--- src/rtl/tlb_table_pkg.sv ---
// Shared TLB definitions: geometry, CP0 register field layout, entry format.
package tlb_table_pkg;

  localparam int unsigned TLB_LINE_NUM = 16;
  localparam int unsigned IDX_W        = 4;

  // CP0 register field widths and least-significant bit positions.
  localparam int unsigned VPN2_BITS  = 19;
  localparam int unsigned VPN2_LSB   = 13;
  localparam int unsigned ASID_BITS  = 8;
  localparam int unsigned PFN_BITS   = 20;
  localparam int unsigned PFN_LSB    = 6;
  localparam int unsigned FLAG_BITS  = 6;   // C[2:0], D, V, G
  localparam int unsigned MASK_BITS  = 12;
  localparam int unsigned MASK_LSB   = 13;
  localparam int unsigned INDEX_BITS = IDX_W;
  localparam int unsigned INDEX_P    = 31;

  localparam logic [2:0] CACHE_UNCACHED = 3'b010;

  // Bit positions inside tlb_typeM.
  localparam int unsigned TLB_P  = 0;
  localparam int unsigned TLB_R  = 1;
  localparam int unsigned TLB_WI = 2;
  localparam int unsigned TLB_WR = 3;

  typedef struct packed {
    logic [PFN_BITS-1:0] pfn;
    logic [2:0]          c;
    logic                d;
    logic                v;
  } tlb_page_t;

  typedef struct packed {
    logic [VPN2_BITS-1:0] vpn2;
    logic [ASID_BITS-1:0] asid;
    logic                 g;
    logic [MASK_BITS-1:0] mask;
    tlb_page_t            page1;
    tlb_page_t            page0;
  } tlb_entry_t;

  localparam int unsigned ENTRY_W = $bits(tlb_entry_t);

  // Builds an EntryLo value from one page plus the entry-wide G bit.
  function automatic logic [31:0] pack_lo(tlb_page_t p, logic g);
    return {6'b0, p.pfn, p.c, p.d, p.v, g};
  endfunction

endpackage

--- src/rtl/tlb_lookup.sv ---
// Fully associative match of one VPN2/ASID against the array; lowest index wins,
// then the even or odd page of the winning entry is selected.
module tlb_lookup
  import tlb_table_pkg::*;
(
  input  logic [TLB_LINE_NUM-1:0][ENTRY_W-1:0] entries_i,
  input  logic [VPN2_BITS-1:0]                 vpn2_i,
  input  logic                                 odd_i,
  input  logic [ASID_BITS-1:0]                 asid_i,
  output logic                                 hit_o,
  output logic [IDX_W-1:0]                     idx_o,
  output logic [PFN_BITS-1:0]                  pfn_o,
  output logic [2:0]                           c_o,
  output logic                                 d_o,
  output logic                                 v_o
);

  tlb_entry_t entry;
  tlb_entry_t match;
  tlb_page_t  page;

  // Scan from the top down so the lowest matching index is the last one kept.
  always_comb begin
    hit_o = 1'b0;
    idx_o = '0;
    match = '0;
    entry = '0;
    for (int i = TLB_LINE_NUM - 1; i >= 0; i--) begin
      entry = tlb_entry_t'(entries_i[i]);
      if (entry.vpn2 == vpn2_i && (entry.g || entry.asid == asid_i)) begin
        hit_o = 1'b1;
        idx_o = i[IDX_W-1:0];
        match = entry;
      end
    end
  end

  // Odd/even page select from va[12].
  always_comb begin
    page  = odd_i ? match.page1 : match.page0;
    pfn_o = page.pfn;
    c_o   = page.c;
    d_o   = page.d;
    v_o   = page.v;
  end

endmodule

--- src/rtl/tlb_table.sv ---
// Joint TLB: CP0 tlbwi/tlbwr/tlbr/tlbp support plus instruction and data address
// translation with refill/invalid/modified exception flags.
module tlb_table
  import tlb_table_pkg::*;
(
  input  logic        clk,
  input  logic        rst,
  input  logic        stallM,
  input  logic [3:0]  tlb_typeM,
  input  logic [31:0] entry_hi_W,
  input  logic [31:0] entry_lo0_W,
  input  logic [31:0] entry_lo1_W,
  input  logic [31:0] page_mask_W,
  input  logic [31:0] index_W,
  input  logic [31:0] random_W,
  output logic [31:0] index_in,
  output logic [31:0] entry_hi_in,
  output logic [31:0] entry_lo0_in,
  output logic [31:0] entry_lo1_in,
  output logic [31:0] page_mask_in,
  input  logic [31:0] inst_vaddr,
  output logic [31:0] inst_paddr,
  output logic        inst_uncached,
  output logic        inst_refill,
  output logic        inst_invalid,
  input  logic [31:0] data_vaddr,
  input  logic        data_en,
  input  logic        data_wr,
  output logic [31:0] data_paddr,
  output logic        data_uncached,
  output logic        data_refill,
  output logic        data_invalid,
  output logic        data_modified
);

  tlb_entry_t [TLB_LINE_NUM-1:0] entries_q, entries_d;
  tlb_entry_t                    new_entry, rd_entry;
  logic                          wr_en;
  logic [IDX_W-1:0]              wr_idx;
  logic [ASID_BITS-1:0]          cur_asid;

  assign cur_asid = entry_hi_W[ASID_BITS-1:0];
  assign wr_en    = (tlb_typeM[TLB_WI] | tlb_typeM[TLB_WR]) & ~stallM;
  assign wr_idx   = tlb_typeM[TLB_WR] ? random_W[IDX_W-1:0] : index_W[IDX_W-1:0];

  // Assemble the entry image from the CP0 registers.
  always_comb begin
    new_entry            = '0;
    new_entry.vpn2       = entry_hi_W[VPN2_LSB +: VPN2_BITS];
    new_entry.asid       = cur_asid;
    new_entry.g          = entry_lo0_W[0] & entry_lo1_W[0];
    new_entry.mask       = page_mask_W[MASK_LSB +: MASK_BITS];
    new_entry.page0.pfn  = entry_lo0_W[PFN_LSB +: PFN_BITS];
    new_entry.page0.c    = entry_lo0_W[5:3];
    new_entry.page0.d    = entry_lo0_W[2];
    new_entry.page0.v    = entry_lo0_W[1];
    new_entry.page1.pfn  = entry_lo1_W[PFN_LSB +: PFN_BITS];
    new_entry.page1.c    = entry_lo1_W[5:3];
    new_entry.page1.d    = entry_lo1_W[2];
    new_entry.page1.v    = entry_lo1_W[1];
  end

  // Next array contents: one entry replaced on an unstalled tlbwi/tlbwr.
  always_comb begin
    entries_d = entries_q;
    if (wr_en) begin
      entries_d[wr_idx] = new_entry;
    end
  end

  // Array state; reset wins over a concurrent write.
  always_ff @(posedge clk) begin
    if (rst) begin
      entries_q <= '0;
    end else begin
      entries_q <= entries_d;
    end
  end

  // Three lookup ports: fetch, load/store, and tlbp probe.
  logic                i_hit, d_hit, p_hit;
  logic [IDX_W-1:0]    i_idx, d_idx, p_idx;
  logic [PFN_BITS-1:0] i_pfn, d_pfn, p_pfn;
  logic [2:0]          i_c, d_c, p_c;
  logic                i_d, d_d, p_d;
  logic                i_v, d_v, p_v;

  tlb_lookup u_inst_lookup (
    .entries_i (entries_q),
    .vpn2_i    (inst_vaddr[VPN2_LSB +: VPN2_BITS]),
    .odd_i     (inst_vaddr[12]),
    .asid_i    (cur_asid),
    .hit_o     (i_hit),
    .idx_o     (i_idx),
    .pfn_o     (i_pfn),
    .c_o       (i_c),
    .d_o       (i_d),
    .v_o       (i_v)
  );

  tlb_lookup u_data_lookup (
    .entries_i (entries_q),
    .vpn2_i    (data_vaddr[VPN2_LSB +: VPN2_BITS]),
    .odd_i     (data_vaddr[12]),
    .asid_i    (cur_asid),
    .hit_o     (d_hit),
    .idx_o     (d_idx),
    .pfn_o     (d_pfn),
    .c_o       (d_c),
    .d_o       (d_d),
    .v_o       (d_v)
  );

  tlb_lookup u_probe_lookup (
    .entries_i (entries_q),
    .vpn2_i    (entry_hi_W[VPN2_LSB +: VPN2_BITS]),
    .odd_i     (entry_hi_W[12]),
    .asid_i    (cur_asid),
    .hit_o     (p_hit),
    .idx_o     (p_idx),
    .pfn_o     (p_pfn),
    .c_o       (p_c),
    .d_o       (p_d),
    .v_o       (p_v)
  );

  // tlbp result and tlbr readback in CP0 field layout.
  always_comb begin
    index_in     = p_hit ? {1'b0, {(31 - IDX_W){1'b0}}, p_idx} : 32'h8000_0000;
    rd_entry     = entries_q[index_W[IDX_W-1:0]];
    entry_hi_in  = {rd_entry.vpn2, 5'b0, rd_entry.asid};
    entry_lo0_in = pack_lo(rd_entry.page0, rd_entry.g);
    entry_lo1_in = pack_lo(rd_entry.page1, rd_entry.g);
    page_mask_in = {7'b0, rd_entry.mask, 13'b0};
  end

  // Fetch translation: kseg0/kseg1 bypass the TLB, va[29] picks kseg1 (uncached).
  always_comb begin
    inst_paddr    = '0;
    inst_uncached = 1'b0;
    inst_refill   = 1'b0;
    inst_invalid  = 1'b0;
    if (inst_vaddr[31:30] == 2'b10) begin
      inst_paddr    = {3'b000, inst_vaddr[28:0]};
      inst_uncached = inst_vaddr[29];
    end else if (!i_hit) begin
      inst_refill = 1'b1;
    end else begin
      inst_paddr    = {i_pfn, inst_vaddr[11:0]};
      inst_uncached = (i_c == CACHE_UNCACHED);
      inst_invalid  = ~i_v;
    end
  end

  // Data translation; exception flags only raised for a valid access.
  always_comb begin
    data_paddr    = '0;
    data_uncached = 1'b0;
    data_refill   = 1'b0;
    data_invalid  = 1'b0;
    data_modified = 1'b0;
    if (data_vaddr[31:30] == 2'b10) begin
      data_paddr    = {3'b000, data_vaddr[28:0]};
      data_uncached = data_vaddr[29];
    end else if (!d_hit) begin
      data_refill = data_en;
    end else begin
      data_paddr    = {d_pfn, data_vaddr[11:0]};
      data_uncached = (d_c == CACHE_UNCACHED);
      data_invalid  = data_en & ~d_v;
      data_modified = data_en & d_v & data_wr & ~d_d;
    end
  end

  logic unused_bits;
  assign unused_bits = ^{tlb_typeM[TLB_R], tlb_typeM[TLB_P], index_W[31:IDX_W],
                         random_W[31:IDX_W], entry_hi_W[11:8], entry_lo0_W[31:26],
                         entry_lo1_W[31:26], page_mask_W[31:25], page_mask_W[12:0],
                         i_idx, d_idx, p_pfn, p_c, p_d, p_v};

endmodule

--- config.mk ---
export PLATFORM = sky130hd
export DESIGN_NAME = tlb_table
export DESIGN_NICKNAME = d
export VERILOG_FILES = /design/src/rtl/tlb_table_pkg.sv /design/src/rtl/tlb_lookup.sv /design/src/rtl/tlb_table.sv
export SDC_FILE = /design/constraint.sdc
export NUM_CORES = 2
export LEC_CHECK = 0
export BUFFER_PORTS_ARGS = -buffer_cell sky130_fd_sc_hd__buf_4
export CORE_MARGIN = 2
export CORE_UTILIZATION = 30
export DETAILED_ROUTE_END_ITERATION = 16
export PLACE_DENSITY = 0.47
export SLEW_MARGIN = 0
export SYNTH_ARGS = -nofsm -noshare
export SYNTH_HDL_FRONTEND = slang
export SYNTH_SLANG_ARGS = --single-unit
--- constraint.sdc ---
create_clock -name clk -period 3.6 [get_ports clk]
set_input_delay 0.36 -clock clk [delete_from_list [all_inputs] [get_ports clk]]
set_output_delay 0.36 -clock clk [all_outputs]
set_load 0.02 [all_outputs]
Yosys cells after proc, flatten, opt, wreduce, memory -nomap -nowiden
Index checks and enable logic that the tools add are counted.

cells by class
  $lt $le $gt $ge = 3
  equality and inequality tests = 68
  mux-type cells = 123
  bitwise operators = 11
  reduce and logical (&&, ||, !) cells = 65

operators by type and width
  kind                count
  $mux 50             32
  $bwmux 1440         1
  $eq 19x19->1        48
  $bmux 90 s4         1
  $demux 90 s4        1
  $mux 90             2
  $mux 32             5
  $eq 8x8->1          16
  $mux 4              17
  $mux 1              62
  $mux 25             2
  $logic_and 1x1->1   49
  $logic_or 1x1->1    16
  $lt 4x5->1 const B  2
  $and 1x1->1         6
  $eq 3x2->1 const B  2
  $eq 2x2->1 const B  2
  $ge 4x1->1 const B  1
  $not 1->1           4
  $or 1x1->1          1

storage, ports and cells
  bits in registers = 1440
  bits of input ports = 265
  output and inout bits = 231

Logic depth before layout (Yosys ltp)
  depth in word-level cells = 25
  gate-level depth with buffers = 17
  gate-level depth less buffers = 11

By module
From an unflattened synthesis, not the netlist that was laid out.

second synthesis, totals
  cell total of the unflattened synthesis = 11508
  area, all modules = 105478.7 um^2

modules (own cells, without submodules)
  module      instances  cells each  area each (um^2)  seq. area each (um^2)
  tlb_table   1          5940        66445.0           28827.6
  tlb_lookup  3          1856        13011.2           0.0

Worst setup path before layout
OpenSTA, ideal clock, no wires.

  path type = input to output
  start point = input port data_vaddr[31]
  end point = output port data_paddr[12]
  data arrival time = 3.448 ns
  data required time = 3.240 ns
  path slack = -0.208 ns
  cell stages on the path = 12
  cell sequence = buf_2 xnor2_1 nand4_1 nor4_1 nand3_4 nor2_4 buf_4 a221oi_1 o31a_1 o31ai_1 a221oi_1 a2111oi_0

between the ends
  cells in the longest elaborated chain, start to end = 21
  elaborated cells between the ends (all ways) = 68

RTL lines
  what                    RTL line          RTL
  start: declaration      tlb_table.sv:26   input logic [31:0] data_vaddr,
  $eq 19x19->1            tlb_lookup.sv:30  if (entry.vpn2 == vpn2_i && (entry.g || entry.asid == asid_i)) begin
  $logic_and 1x1->1       tlb_lookup.sv:30
  $mux 50 (16 in series)  tlb_lookup.sv:30
  $mux 25                 tlb_lookup.sv:40  page = odd_i ? match.page1 : match.page0;
  $mux 32                 tlb_table.sv:165  end else if (!d_hit) begin
  $mux 32 (*)             tlb_table.sv:162  if (data_vaddr[31:30] == 2'b10) begin
  end: declaration        tlb_table.sv:29   output logic [31:0] data_paddr,

Every way passes the cells marked *; elsewhere a longest branch is shown, timed or not.

Worst setup path in the final report
  start point = register entries_q[803] (netlist bit)
  end point = output port inst_paddr[23]

between the ends
  cells in the longest elaborated chain, start to end = 14
  elaborated cells between the ends (all ways) = 23

RTL lines
  what                      RTL line          RTL
  start: declaration        tlb_table.sv:36   tlb_entry_t [TLB_LINE_NUM-1:0] entries_q, entries_d;
  start signal: assignment  tlb_table.sv:76   entries_q <= entries_d;
  $eq 19x19->1 (*)          tlb_lookup.sv:30
  $logic_and 1x1->1 (*)     tlb_lookup.sv:30
  $mux 50 (9 in series)     tlb_lookup.sv:30
  $mux 25                   tlb_lookup.sv:40
  $mux 32 (*)               tlb_table.sv:146  end else if (!i_hit) begin
  $mux 32 (*)               tlb_table.sv:143  if (inst_vaddr[31:30] == 2'b10) begin
  end: declaration          tlb_table.sv:22   output logic [31:0] inst_paddr,

Marks and branches as above.

==> impl_results.md <==
* Status: finished, violations left
* Violated checks: negative setup slack
* Final setup viols at 76
* Cells after Synth at between 10,000 and 15,000
* Vias at 101,000
* Vias per cell at 6.07
* Grt total ovfl at 0
* Worst-path cell chain: xor2_1 -> nor4_2 -> nand4_1 -> or3_4 -> buf_6 -> nand3_4 -> buf_12 -> buf_12 -> nor2_1 -> or4_1 -> a21oi_2 -> o21ai_2 -> buf_4 -> a22oi_2 -> buf_4 -> buf_6
* Starting Density at 0.301
* Measured slew at the worst slew-check pin at 1.13 ns
* Final nets at 12,800
* Most frequent cells in the layout: 3,081 x nand2_1, 1,819 x buf_4, 1,574 x a21oi_1
* First-pass GRT wire length at between 800,000 and 900,000 um
* Vias in the first global route at 94,300
* Leakage at between 40 and 50 nW
* Synth Register Bits at ~1,400
* CTS tree: built
* Fillers at 29,000
* Core area at 290,000 um2
* Pwr Density at 339 nW/um2
* WP data required at 3.24 ns
* CP peak stage delay at 0.55 ns
* Final hold slack at 0.0524 ns
* Mapped cell area at just under 90,000 um2
* DRC at 0
* PortBufs at 336
* Worst-Skew Late Latency at 0.91 ns
* IO Pins at roughly 500
* GR peak layer: met2
* Final Max Tran Viols at 0
* Max-cap violations at 0
* Post-layout util at 0.421
* Seq/Total Area, Yosys at 0.330
* CTS Buffer Depth at 4
* Crit path arrival time at around 4.9 ns
* Slowest-stage cell, CP: or3_4
* Largest net degree at the start of global routing at about 150
* Die Span X at 544 um
* Synth area leader: dfxtp_1
* GRT Util Overall at 0.394
* FF/Latch Area at approximately 29,000 um2
* Post-DR wirelength/cell at 36.4 um
* Period utilization at 1.45
* Placed cells at 16,000
* Final min period at 5.21 ns
* CTS Root Cell: clkbuf_16
* CP Max Fanout at 6
* Top reg by flops: entries_q
* CTS buffer count at 186
* CP endpoint kind: primary output
* Top cells by area, synth: dfxtp_1 33%, nand2_1 13%, mux4_2 12%
* Final WS setup at -1.61 ns
* Total Power at 41.5 mW
* Clk pin slew, worst setup/hold paths at around 0.06 ns
* GRT met3 Usage at 0.115
* Clock H-tree levels at 4
* Post-synth EDFFs at 0
* Layout Cells excl Fill at 16,700
* Synth cell types at 96
* Avg Cell Area, Syn at 7.90 um2
* Slew margin rel. at 0.244
* Crit Path Class: reg2out
* Initial detailed-routing violation count at 15,400
* Initial antenna violation count at 56
* Top flop regs: entries_q (1440)
* Max reg flops at 1,440
* Area Overhead vs Synth at 40.1%
* RSZ-0062 raised after global routing: true
* Clk sink count at approximately 1,400
* DP HPWL at about 430,000 um
* WL final at 606,000 um
* Worst setup SP type: flop
* Worst min path class: in2reg
* Ys flop type: dfxtp_1
* Yosys top cell area share at 0.330
* Pre-CTS WS at -1.99 ns
* Met2 Usage GRT at 0.572
* Commonest non-fill, non-tap cell in the layout: nand2_1
* M1 GR Usage at 0.522
* Area of the multi-input gates at 57,700 um2
* Endpoints failing hold at 0
* First-pass iteration count of the detailed router at 10
* FMAX at 0.192 GHz
* Die height at approximately 540 um
* # rows at 198
* Skew final at 0 ns
* Worst vdd ir at 0.349 mV
* Die ar. at 295,000 um2
* Final ANT Viol Nets at 0
* Share of layout cells above drive strength 1 at 0.310
* Final RePlAce weighted congestion at 1.07
* Ys Warns at 0
* Fraction of registers with async set/reset at 0
-- synthesized netlist by cell type, types with 10 or more instances --
cell type / n
o21ai_1: 28
o221ai_1: 84
o211ai_1: 37
a211oi_1: 58
nor2b_1: 44
a21oi_1: 1613
nand4_1: 141
nor4_1: 140
inv_1: 39
a22oi_1: 45
nand2_1: 3115
and2_1: 22
buf_2: 166
o31ai_1: 66
a2bb2oi_1: 16
a2111oi_0: 15
o2111ai_1: 10
a21o_1: 12
a221oi_1: 217
xnor2_1: 511
xor2_1: 529
dfxtp_1: 1440
o22ai_1: 162
and3_1: 25
mux4_2: 450
or4_1: 12
buf_4: 109
buf_1: 71
nor3_1: 93
a311oi_1: 17
or3_1: 17
nor3b_1: 24
o21ai_0: 180
a2111o_1: 14
a221o_1: 33
a31oi_1: 21
nand3_1: 65
buf_6: 19
nor2_1: 353
clkbuf_1: 850
nand2b_1: 21
-- area by class of cell --
type                       count  share of cell area
inverter                      42             0.00144
tap                         3900              0.0399
multi-input combinational   8419               0.472
timing repair buffer        2494               0.197
sequential                  1440               0.238
clock buffer                 255              0.0441
clock inverter                76             0.00794
antenna                       24            0.000491
-- per-stage QoR --
step | cell area, um2 | setup TNS, ns
after floorplan | 87600 | 0
after global placement | 107000 | -101.41
after detailed placement | 107000 | -100.18
after CTS | 119000 | -88.14
after global routing | 122000 | -88.34
final | 122000 | -87.51
-- final timing paths --
check / from / to / slack [ns] / depth (start not counted)
setup / recovery: entries_q[803] / inst_paddr[23] / -1.61 / 16
hold / removal: entry_hi_W[17] / entries_q[435] / 0.05 / 4
setup reg to reg: entries_q[265] / entries_q[265] / 2.41 / 4
hold reg to reg: entries_q[684] / entries_q[684] / 0.45 / 2
-- routing by layer --
layer | vias to the layer above | wire (um)
li1 | 41600 | -
met1 | 50200 | 240000
met2 | 7483 | 250000
met3 | 1785 | 74700
met4 | 34 | 40900
met5 | - | 206
-- cells by family (layout without fill, tap and decap cells) --
kind of cell	after synthesis	after routing	synth area share
AND/OR/NAND/NOR	4134	4134	0.197
XOR/XNOR	1040	1040	0.104
buffers and inverters	1259	2867	0.0630
flip-flops	1440	1440	0.330
multiplexers	457	457	0.117
other	1	88	0.0000429
AO/OA/AOI/OAI	2724	2724	0.188
-- power by group --
part / internal (mW) / switching (mW)
registers: 16.1 / 0.227
clock network: 11.9 / 8.32
logic: 1.80 / 3.22
total: 29.8 / 11.8
-- critical path, delay by kind of cell (launching register included) --
kind | cells | cell delay [ns]
simple gates | 6 | 1.84
buf+inv | 6 | 0.95
flops | 1 | 0.45
xor+xnor | 1 | 0.13
compound gates | 3 | 0.56
-- what timing repair did --
item	CTS	global route
hold endpoints to repair	1166	0
endpoints found under the setup margin	76	76
pin swaps	247	286
cloned	4	5
gates resized for setup	774	524
setup buffers	119	93
hold buffers	126	0
Power figures use the tool's default switching activity.
